[config.mk]
export PLATFORM = sky130hd
export DESIGN_NAME = da_accum
export DESIGN_NICKNAME = d
export VERILOG_FILES = /design/src/rtl/da_pkg.sv /design/src/rtl/da_adder_tree.sv /design/src/rtl/da_accum.sv
export SDC_FILE = /design/constraint.sdc
export NUM_CORES = 1
export LEC_CHECK = 0
export BUFFER_PORTS_ARGS = -buffer_cell sky130_fd_sc_hd__buf_2
export CAP_MARGIN = 20
export CORE_AREA = 10 10 143 145
export CTS_BUF_LIST = sky130_fd_sc_hd__clkbuf_16
export CTS_CLUSTER_DIAMETER = 50
export DETAILED_ROUTE_END_ITERATION = 16
export DIE_AREA = 0 0 153 155
export PLACE_DENSITY_LB_ADDON = 0.15
export SLEW_MARGIN = 5
export SYNTH_ARGS = -nofsm -noshare
export SYNTH_HDL_FRONTEND = slang
export SYNTH_SLANG_ARGS = --single-unit
export TNS_END_PERCENT = 5
[constraint.sdc]
create_clock -name clk3 -period 3.8 [get_ports clk3]
set_input_delay 0.57 -clock clk3 [delete_from_list [all_inputs] [get_ports clk3]]
set_output_delay 0.57 -clock clk3 [all_outputs]
set_load 0.02 [all_outputs]
[src/rtl/da_pkg.sv]
// Shared types and helpers for the distributed-arithmetic accumulator.
// Holds the internal-width rule and the signed range test used for clipping.
package da_pkg;

  localparam int DA_NBITS_DEF = 16;

  // Counter type for the default sample width; the top derives its own from NBITS.
  typedef logic [$clog2(DA_NBITS_DEF)-1:0] da_cnt_t;

  typedef enum logic [1:0] {
    DA_FIT     = 2'b00,
    DA_OVF_POS = 2'b01,
    DA_OVF_NEG = 2'b10
  } da_sat_e;

  function automatic int da_int_width(input int lut_w, input int num_lut, input int nbits);
    return lut_w + $clog2(num_lut) + nbits;
  endfunction

  // Classifies v against the signed w-bit range.
  function automatic da_sat_e da_sat_code(input longint v, input int w);
    longint hi;
    longint lo;
    if (w >= 64) return DA_FIT;
    hi = (longint'(1) <<< (w - 1)) - 1;
    lo = -hi - 1;
    if (v > hi) return DA_OVF_POS;
    if (v < lo) return DA_OVF_NEG;
    return DA_FIT;
  endfunction

endpackage

[src/rtl/da_adder_tree.sv]
// Combinational binary adder tree over NUM_LUT signed LUT words.
// Each level grows by one bit; the root is sign-extended to OUT_W.
module da_adder_tree #(
  parameter int NUM_LUT = 8,
  parameter int LUT_W   = 16,
  parameter int OUT_W   = 35
) (
  input  logic [NUM_LUT*LUT_W-1:0] lut_in,
  output logic signed [OUT_W-1:0]  sum
);

  localparam int LEVELS = $clog2(NUM_LUT);

  for (genvar l = 0; l <= LEVELS; l++) begin : g_lvl
    localparam int N = NUM_LUT >> l;
    logic signed [LUT_W+l-1:0] v [N];

    if (l == 0) begin : g_in
      for (genvar k = 0; k < N; k++) begin : g_word
        assign v[k] = $signed(lut_in[k*LUT_W +: LUT_W]);
      end
    end else begin : g_add
      for (genvar k = 0; k < N; k++) begin : g_pair
        assign v[k] = (LUT_W+l)'(g_lvl[l-1].v[2*k]) + (LUT_W+l)'(g_lvl[l-1].v[2*k+1]);
      end
    end
  end

  assign sum = OUT_W'(g_lvl[LEVELS].v[0]);

endmodule

[src/rtl/da_accum.sv]
// MSB-first DA shift-accumulate engine with a one-entry ready/valid result buffer.
// Define DA_SAT_EN to clip results to the signed ACC_W range; otherwise they wrap.
module da_accum #(
  parameter int NUM_LUT = 8,
  parameter int LUT_W   = 16,
  parameter int NBITS   = 16,
  parameter int ACC_W   = 32
) (
  input  logic                     clk3,
  input  logic                     reset,
  input  logic                     clear,
  input  logic [NUM_LUT*LUT_W-1:0] lut_in,
  input  logic                     in_valid,
  output logic                     in_ready,
  output logic [ACC_W-1:0]         out_data,
  output logic                     out_valid,
  input  logic                     out_ready,
  output logic                     out_sat,
  output logic                     busy
);

  import da_pkg::*;

  localparam int W_INT = da_int_width(LUT_W, NUM_LUT, NBITS);
  localparam int CNT_W = (NBITS > 1) ? $clog2(NBITS) : 1;
  localparam logic [CNT_W-1:0] CNT_LAST = CNT_W'(NBITS - 1);

  logic [CNT_W-1:0]        cnt_p0;
  logic signed [W_INT-1:0] acc_p0;
  logic signed [W_INT-1:0] tree_sum;
  logic signed [W_INT-1:0] acc_nxt;
  logic                    is_last;
  logic                    take;
  logic [ACC_W-1:0]        res_data;
  logic                    res_sat;

`ifdef DA_SAT_EN
  function automatic logic [ACC_W-1:0] sat_data(input logic signed [W_INT-1:0] v);
    case (da_sat_code(longint'(v), ACC_W))
      DA_OVF_POS: return {1'b0, {(ACC_W-1){1'b1}}};
      DA_OVF_NEG: return {1'b1, {(ACC_W-1){1'b0}}};
      default:    return ACC_W'(v);
    endcase
  endfunction

  function automatic logic sat_flag(input logic signed [W_INT-1:0] v);
    return da_sat_code(longint'(v), ACC_W) != DA_FIT;
  endfunction
`endif

  da_adder_tree #(
    .NUM_LUT (NUM_LUT),
    .LUT_W   (LUT_W),
    .OUT_W   (W_INT)
  ) u_tree (
    .lut_in (lut_in),
    .sum    (tree_sum)
  );

  assign is_last  = (cnt_p0 == CNT_LAST);
  // Only the final slice can stall, and only when the buffer cannot drain.
  assign in_ready = !(is_last && out_valid && !out_ready);
  assign take     = in_valid && in_ready && !clear;
  assign busy     = (cnt_p0 != '0);

  // The MSB slice carries negative weight in two's complement.
  always_comb begin
    acc_nxt = (cnt_p0 == '0) ? -tree_sum : (acc_p0 <<< 1) + tree_sum;
  end

  always_comb begin
`ifdef DA_SAT_EN
    res_data = sat_data(acc_nxt);
    res_sat  = sat_flag(acc_nxt);
`else
    res_data = ACC_W'(acc_nxt);
    res_sat  = 1'b0;
`endif
  end

  // ---- stage p0: slice counter and accumulator ----
  always_ff @(posedge clk3 or negedge reset) begin
    if (!reset) begin
      cnt_p0 <= '0;
      acc_p0 <= '0;
    end else if (clear) begin
      cnt_p0 <= '0;
      acc_p0 <= '0;
    end else if (take) begin
      acc_p0 <= acc_nxt;
      cnt_p0 <= is_last ? '0 : cnt_p0 + 1'b1;
    end
  end

  // ---- output buffer: loads on the final slice, drains on out_ready ----
  always_ff @(posedge clk3 or negedge reset) begin
    if (!reset) begin
      out_valid <= 1'b0;
      out_data  <= '0;
      out_sat   <= 1'b0;
    end else if (take && is_last) begin
      out_valid <= 1'b1;
      out_data  <= res_data;
      out_sat   <= res_sat;
    end else if (out_ready) begin
      out_valid <= 1'b0;
    end
  end

endmodule

Word-level counts from Yosys, hierarchy flattened
Index checks and enable logic that the tools add are counted.
{"block": "op_classes", "n_mux": 8, "n_reduce_logical": 12, "eq_ne": 1, "n_addsub": 10}
{"operator": "adder 16 x 16 -> 17 bit", "count": 4}
{"operator": "2-to-1 mux 31 bit", "count": 2}
{"operator": "adder 17 x 17 -> 18 bit", "count": 2}
{"operator": "adder 32 x 19 -> 32 bit", "count": 1}
{"operator": "2-to-1 mux 32 bit", "count": 1}
{"operator": "negator 19 -> 32 bit", "count": 1}
{"operator": "adder 18 x 18 -> 19 bit", "count": 1}
{"operator": "2-to-1 mux 4 bit", "count": 3}
{"operator": "logical AND 1 bit", "count": 5}
{"operator": "adder 4 x 1 -> 4 bit, second input constant", "count": 1}
{"operator": "== test 4 bit, second input constant", "count": 1}
{"operator": "zero test 4 bit", "count": 1}
{"operator": "nonzero test 2 bit", "count": 2}
{"operator": "nonzero test 4 bit", "count": 1}
{"operator": "zero test 1 bit", "count": 3}
{"operator": "2-to-1 mux 1 bit", "count": 2}
{"block": "totals", "elab_cells": 35, "reg_bits": 68, "in_bits": 133, "out_inout_bits": 36}

Depth between registers and ports, before layout
Gate-level depths: netlist of run 1.
{"block": "depth", "word_depth": 8, "mapped_depth": 29}

By module
Synthesis of run 1 repeated with hierarchy kept, for this count alone.
{"block": "unflattened", "hier_cells": 1036, "hier_area_um2": 8648.3}
{"module": "da_accum", "cells_per_inst": 587, "n_inst": 1, "seq_area_each_um2": 1701.6, "area_per_inst_um2": 4882.2}
{"module": "da_adder_tree", "cells_per_inst": 449, "n_inst": 1, "seq_area_each_um2": 0.0, "area_per_inst_um2": 3766.1}

Least setup slack after synthesis of run 1
OpenSTA, ideal clock, no wires.
{"block": "synth_timing", "path_kind": "input-to-reg", "startpoint": "input port lut_in[2]", "endpoint": "register acc_p0[29]", "path_slack_ns": -3.445, "path_buffers": 2, "required_ns": 3.676, "cell_stages": 26, "t_arrival_ns": 7.121, "cell_sequence": "inv_1 -> fa_1 -> inv_1 -> fa_1 -> fa_1 -> fa_1 -> ha_1 -> inv_1 -> fa_1 -> nand2b_1 -> a21o_1 -> a21oi_1 -> o21a_1 -> a2111o_1 -> nand3_1 -> ha_1 -> clkbuf_1 -> and3_1 -> clkbuf_1 -> and3_1 -> a31oi_1 -> o31ai_1 -> o41ai_1 -> mux2i_1 -> nor2_1 -> o31a_1"}
{"block": "synth_via", "elab_chain_len": 7}
{"element": "start: declaration", "line_no": "da_accum.sv:12", "source": "input logic [NUM_LUT*LUT_W-1:0] lut_in,"}
{"element": "adder 16 x 16 -> 17 bit *", "line_no": "da_adder_tree.sv:24", "source": "assign v[k] = (LUT_W+l)'(g_lvl[l-1].v[2*k]) + (LUT_W+l)'(g_lvl[l-1].v[2*k+1]);"}
{"element": "adder 17 x 17 -> 18 bit *", "line_no": "da_adder_tree.sv:24"}
{"element": "adder 18 x 18 -> 19 bit *", "line_no": "da_adder_tree.sv:24"}
{"element": "adder 32 x 19 -> 32 bit or negator 19 -> 32 bit (tied branches)", "line_no": "da_accum.sv:68", "source": "acc_nxt = (cnt_p0 == '0) ? -tree_sum : (acc_p0 <<< 1) + tree_sum;"}
{"element": "2-to-1 mux 32 bit *", "line_no": "da_accum.sv:68"}
{"element": "2-to-1 mux 31 bit *", "line_no": "da_accum.sv:89", "source": "end else if (take) begin"}
{"element": "2-to-1 mux 31 bit *", "line_no": "da_accum.sv:86", "source": "end else if (clear) begin"}
{"element": "end signal: assignment", "line_no": "da_accum.sv:90", "source": "acc_p0 <= acc_nxt;"}
{"element": "end: declaration", "line_no": "da_accum.sv:29", "source": "logic signed [W_INT-1:0] acc_p0;"}
Every way passes the cells marked *; elsewhere a longest branch is shown, timed or not. The select of a mux whose other input is x is not followed.
A chain may end at the register's enable or synchronous reset.

Final worst setup path of run 1
{"block": "layout_timing", "startpoint": "input port lut_in[50]", "endpoint": "register acc_p0[29]"}
Same word-level chain as after synthesis.

==> results.sh, run 1 <==
export IMPL_seq_area_frac_synth_pct=19.5
export IMPL_io_buffers=167
export IMPL_antenna_found_initial=0
export IMPL_die_h_um=155
export IMPL_synth_ff_latch_count=68
export IMPL_start_util_pct=49.3
export IMPL_cp_required_ns=4.02
export IMPL_ff2ff_setup_slack_ns=0.74
export IMPL_io_pins=169
export IMPL_cts_inserted_buffers=9
export IMPL_htree_num_levels=3
export IMPL_place_congestion=0.915
export IMPL_wl_per_cell_um=14.5
export IMPL_crit_path_max_fanout=4
export IMPL_holdBufCountCts=0
export IMPL_synth_nets=1349
export IMPL_reg2regPathDepth=11
export IMPL_critPathSlowestCell="fa_1"
export IMPL_slew_headroom_pct=49.8
export IMPL_setup_slack_ns=-2.51
export IMPL_r2r_start="acc_p0[1]"
export IMPL_drtIter0Drc=418
export IMPL_grt_usage_pct=20.2
export IMPL_worstPathArrival_ns=6.53
export IMPL_synthTopCellsByArea="fa_1 23%, dfrtp_1 20%, inv_1 11%"
export IMPL_synth_cells=1062
export IMPL_fin_skew_ns=0.00865
export IMPL_placedCellCount=1602
export IMPL_critPathMaxStageDelay_ns=0.56
export IMPL_ys_top_cells_by_count="249 x inv_1, 100 x fa_1, 92 x nand2_1"
export IMPL_num_rows=49
export IMPL_yosysTopAreaCell="fa_1"
export IMPL_status="finished, violations left"
export IMPL_end_kind="flip-flop"
export IMPL_core_sq_um=17700
export IMPL_drive_gt1_share_pct=35.0
export IMPL_synth_top_area_share_pct=23.0
export IMPL_final_nets=1681
export IMPL_wirelength_mm=23.5
export IMPL_max_freq_mhz=158
export IMPL_die_area_sq_um=23700
export IMPL_pre_cts_slack_ns=-3.03
export IMPL_setup_viol=57
export IMPL_first_pass_iters=6
export IMPL_grt_overflow=0
export IMPL_r2r_end="acc_p0[30]"
export IMPL_whs_ns=0.242
export IMPL_clk_latency_ns=0.34
export IMPL_yosys_warnings=0
export IMPL_synth_edf_count=0
export IMPL_grt_pass1_wl_mm=40.8
export IMPL_async_flop_share_pct=100
export IMPL_final_cells=1628
export IMPL_synth_most_common_cell="inv_1"
export IMPL_yosysUniqueCellTypes=63
export IMPL_drc=0
export IMPL_syn_area_sq_um=8710
export IMPL_cts_tree="done"
export IMPL_crit_type="input pin to flip-flop"
export IMPL_rsz0062_at_grt="true"
export IMPL_clockRootBuffer="clkbuf_16"
export IMPL_min_path_type="input pin to async pin"
export IMPL_area_growth_pct=39.9
export IMPL_finalHoldViolCount=0
export IMPL_violations="setup timing"
export IMPL_period_needed_ns=6.31
export IMPL_vias=8280
export IMPL_detail_route_antenna_nets=0
export IMPL_worst_pin_slew_ns=0.752
export IMPL_diodes=0
export IMPL_grt_max_degree=42
export IMPL_fin_crit_sh_pct=166
export IMPL_critPathLaunchType="input pin"
export IMPL_avgSynthCellArea_sq_um=8.20
export IMPL_clk_pin_slew_ns=0.06
export IMPL_post_drt_via_cell_ratio=5.09
export IMPL_cts_buffer_depth=2
export IMPL_finalMaxSlewViolations=0
export IMPL_clock_sinks=68
export IMPL_chipWidth_um=153
export IMPL_grt_pass1_vias=8911
export IMPL_maxCapViolations=0
export IMPL_synth_ff_type="dfrtp_1"
export IMPL_dp_final_hpwl_mm=18.7
[state kept, by name (all words and copies together) (netlist names)]
signal     cells
acc_p0        31
out_data      32
cnt_p0         4
out_valid      1
[critical path: cells and delay by family]
family / cells / cell delay (ns)
AO/OA/AOI/OAI: 9 / 1.67
adder cells (fa/ha/maj): 7 / 2.83
buffers and inverters: 8 / 0.78
AND/OR/NAND/NOR: 4 / 0.43
multiplexers: 1 / 0.23
[worst max path at each step]
stage,slack (ns),from,end,cells after the start
3_5_place_dp,-3.03,lut_in[34],out_data[30],26
4_1_cts,-2.48,lut_in[50],acc_p0[29],27
2_1_floorplan,-2.61,lut_in[34],acc_p0[29],26
3_3_place_gp,-2.96,lut_in[8],out_data[30],26
6_report,-2.51,lut_in[50],acc_p0[29],29
5_1_grt,-2.79,lut_in[50],acc_p0[30],26
[cell usage in the layout (no fill, tap or decap), drive strengths merged, types with 6 or more instances in the layout]
cell type	count
buf	359
inv	251
fa	100
nand2	92
dfrtp	68
o21ai	66
nor2	64
a21oi	56
ha	54
xnor2	33
a211oi	28
a21o	25
nand3	20
nand2b	14
xor2	13
nor3	13
and3	10
clkbuf	9
nor2b	8
a31oi	8
a211o	6
or3	6
nor4	6
[per-layer routing]
| layer | routed length, um | global-route usage (%) | share of wire, % |
|---|---|---|---|
| met2 | 12500 | 37.4 | 53 |
| met4 | 391 | 5.22 | 1.7 |
| met3 | 982 | 3.28 | 4.2 |
| met5 | 0 | 0 | 0 |
| met1 | 9680 | 23.5 | 41 |
[logic make-up after synthesis]
logic type                 count (synthesis)  share of synthesized area [%]
buffers and inverters                    288                           12.5
and+or+nand+nor                          263                           14.6
AOI/OAI and AO/OA                        236                           17.3
adders and majority gates                154                           30.7
DFF                                       68                           19.5
xor gates and xnor gates                  46                           4.63
muxes                                      6                          0.704
other                                      1                         0.0431
[through the flow]
step | cell area, sq um | utilization, % | TNS (ns)
after floorplan | 8950 | - | -108.55
after global placement | 11300 | 63.8 | -131.26
after detailed placement | 11300 | 63.8 | -137.91
after CTS | 12000 | 68.0 | -102.02
after global routing | 12200 | 69.0 | -117.42
final | 12200 | 69.0 | -102.99
[final cells by class]
class | count | area [sq um]
clock buffer | 9 | 225
clock inverter | 7 | 100
tap | 229 | 287
timing repair buffer | 359 | 2320
multi-input combinational | 706 | 6600
inverter | 250 | 946
fill | 1471 | 5470
sequential | 68 | 1700
[what timing repair did]
item / CTS / global route
setup buffers: 7 / 3
pin swaps: 41 / 16
resized for setup: 89 / 38
setup endpoints to repair: 59 / 59
Power of run 1 is left out: the tool's default activity adds up to more than one toggle a clock period on the data nets, which glitch-free logic cannot reach.
==> inputs of run 2 (changes only) <==
--- a/config.mk
+++ b/config.mk
@@ -16,5 +16,6 @@
 export SLEW_MARGIN = 5
 export SYNTH_ARGS = -nofsm -noshare
 export SYNTH_HDL_FRONTEND = slang
+export SYNTH_HIERARCHICAL = 1
 export SYNTH_SLANG_ARGS = --single-unit
 export TNS_END_PERCENT = 5
==> run 2 against run 1 <==
Net effect: the run still ends with setup timing left; clock skew grew 0.0037 ns; flip-flop and latch count did not move; setup slack better by 0.29 ns; via count is 5.3% lower; utilization is 1.9 points lower; critical path type unchanged; critical endpoint is now out_data[28]; largest cell class unchanged; highest routed layer unchanged.
==> results.sh, run 2 <==
export IMPL_area_growth_pct=37.3
export IMPL_place_congestion=0.913
export IMPL_most_common_layout_cells="234 x inv_1, 164 x buf_2, 163 x buf_4"
export IMPL_core_sq_um=17700
export IMPL_die_h_um=155
export IMPL_cts_tree="done"
export IMPL_final_nets=1621
export IMPL_detail_route_antenna_nets=0
export IMPL_cts_buffer_depth=2
export IMPL_grt_use_met1_pct=25.5
export IMPL_r2r_end="out_data[28]"
export IMPL_busiest_layer="met2"
export IMPL_grt_pass1_wl_mm=38.7
export IMPL_r2r_start="acc_p0[1]"
export IMPL_worst_pin_slew_ns=0.774
export IMPL_period_needed_ns=6.02
export IMPL_placedCellCount=1542
export IMPL_worstPathArrival_ns=6.24
export IMPL_dp_final_hpwl_mm=18.3
export IMPL_grt_pass1_vias=8357
export IMPL_chipWidth_um=153
export IMPL_cts_inserted_buffers=9
export IMPL_top_register="out_data"
export IMPL_violations="setup timing"
export IMPL_synth_nets=1318
export IMPL_crit_type="input pin to flip-flop"
export IMPL_ff2ff_setup_slack_ns=0.85
export IMPL_diodes=0
export IMPL_wl_per_cell_um=14.3
export IMPL_avgSynthCellArea_sq_um=8.35
export IMPL_min_path_type="input pin to async pin"
export IMPL_finalHoldViolCount=0
export IMPL_finalMaxSlewViolations=0
export IMPL_synth_cells=1033
export IMPL_final_cells=1569
export IMPL_antenna_found_initial=0
export IMPL_htree_num_levels=3
export IMPL_drtIter0Drc=321
export IMPL_critPathLaunchType="input pin"
export IMPL_rsz0062_at_grt="true"
export IMPL_start_util_pct=48.9
export IMPL_syn_area_sq_um=8630
export IMPL_max_freq_mhz=166
export IMPL_fin_skew_ns=0.0124
export IMPL_clock_sinks=68
export IMPL_grt_max_degree=69
export IMPL_setup_viol=57
export IMPL_fin_crit_sh_pct=159
export IMPL_cp_required_ns=4.02
export IMPL_place_area_sq_um=10900
export IMPL_whs_ns=0.252
export IMPL_critPathSlowestCell="fa_1"
export IMPL_holdBufCountCts=0
export IMPL_io_pins=169
export IMPL_post_drt_via_cell_ratio=5.00
export IMPL_layout_commonest_cell="inv_1"
export IMPL_grt_overflow=0
export IMPL_num_rows=49
export IMPL_clk_latency_ns=0.34
export IMPL_critPathMaxStageDelay_ns=0.56
export IMPL_drive_gt1_share_pct=36.0
export IMPL_crit_path_max_fanout=5
export IMPL_first_pass_iters=5
export IMPL_largest_reg_flops=32
export IMPL_drc=0
export IMPL_clockRootBuffer="clkbuf_16"
export IMPL_setup_slack_ns=-2.22
export IMPL_io_buffers=167
export IMPL_clk_pin_slew_ns=0.06
export IMPL_nFillCells=1489
export IMPL_yosys_warnings=6
export IMPL_fin_area_sq_um=11800
export IMPL_end_kind="flip-flop"
export IMPL_reg2regPathDepth=10
export IMPL_reg_top3="out_data (32), acc_p0 (31), cnt_p0 (4)"
export IMPL_vias=7839
export IMPL_pre_cts_slack_ns=-2.68
export IMPL_status="finished, violations left"
export IMPL_die_area_sq_um=23700
export IMPL_global_route_usage_met3_pct=3.17
export IMPL_wirelength_mm=22.5
export IMPL_grt_usage_pct=19.1
export IMPL_slew_headroom_pct=48.0
export IMPL_maxCapViolations=0
export IMPL_gr_usage_met2_pct=32.4
export IMPL_crit_chain="buf_2 > fa_1 > inv_1 > fa_1 > inv_1 > fa_1 > inv_1 > fa_1 > inv_1 > ha_2 > and3_4 > nand4_1 > o211ai_1 > xor2_1 > ha_1 > a21oi_2 > o21a_1 > nand3_2 > o211a_4 > a211o_1 > a41oi_2 > xnor2_2 > mux2_4"
==> run 2: layout make-up <==
type / count / area [sq um] / share of cell area (%)
Clock inverter: 6 / 90.1 / 0.761
Sequential cell: 68 / 1700 / 14.4
Tap cell: 229 / 287 / 2.42
Inverter: 245 / 920 / 7.77
Multi-Input combinational cell: 680 / 6500 / 54.9
Clock buffer: 9 / 225 / 1.90
Timing Repair Buffer: 332 / 2120 / 17.9
==> run 2: critical path: cells and delay by family <==
family          cells  cell delay [ns]
buf+inv             5             0.33
fa+ha+maj           6             2.80
compound gates      6             1.44
mux                 1             0.26
xor+xnor            2             0.43
simple gates        3             0.41
==> run 2: worst max path at each step <==
stage / start / cells after the start / end / slack [ns]
2_1_floorplan: lut_in[50] / 23 / out_data[28] / -2.21
3_3_place_gp: lut_in[50] / 24 / out_data[28] / -2.55
3_5_place_dp: lut_in[50] / 24 / acc_p0[26] / -2.68
4_1_cts: lut_in[86] / 24 / out_data[28] / -2.13
5_1_grt: lut_in[63] / 23 / out_data[28] / -2.40
6_report: lut_in[63] / 23 / out_data[28] / -2.22
==> run 2: stage by stage <==
step,setup TNS [ns],utilization (%)
after global routing,-106.29,67.1
after detailed placement,-121.86,61.8
after CTS,-93.50,65.7
after global placement,-119.29,61.8
final,-93.40,67.1
after floorplan,-93.38,-
==> run 2: timing repair <==
| action | CTS | global route |
|---|---|---|
| buffers inserted | 11 | 1 |
| endpoints found under the setup margin | 57 | 59 |
| pin swaps | 42 | 41 |
| resized for setup | 84 | 50 |
==> run 2: metal layers <==
| metal | routed length, um | share of wire, % |
|---|---|---|
| met1 | 10200 | 46 |
| met2 | 10700 | 48 |
| met3 | 1310 | 5.8 |
| met4 | 187 | 0.83 |
| met5 | 0 | 0 |
Power of run 2 is left out for the same reason.
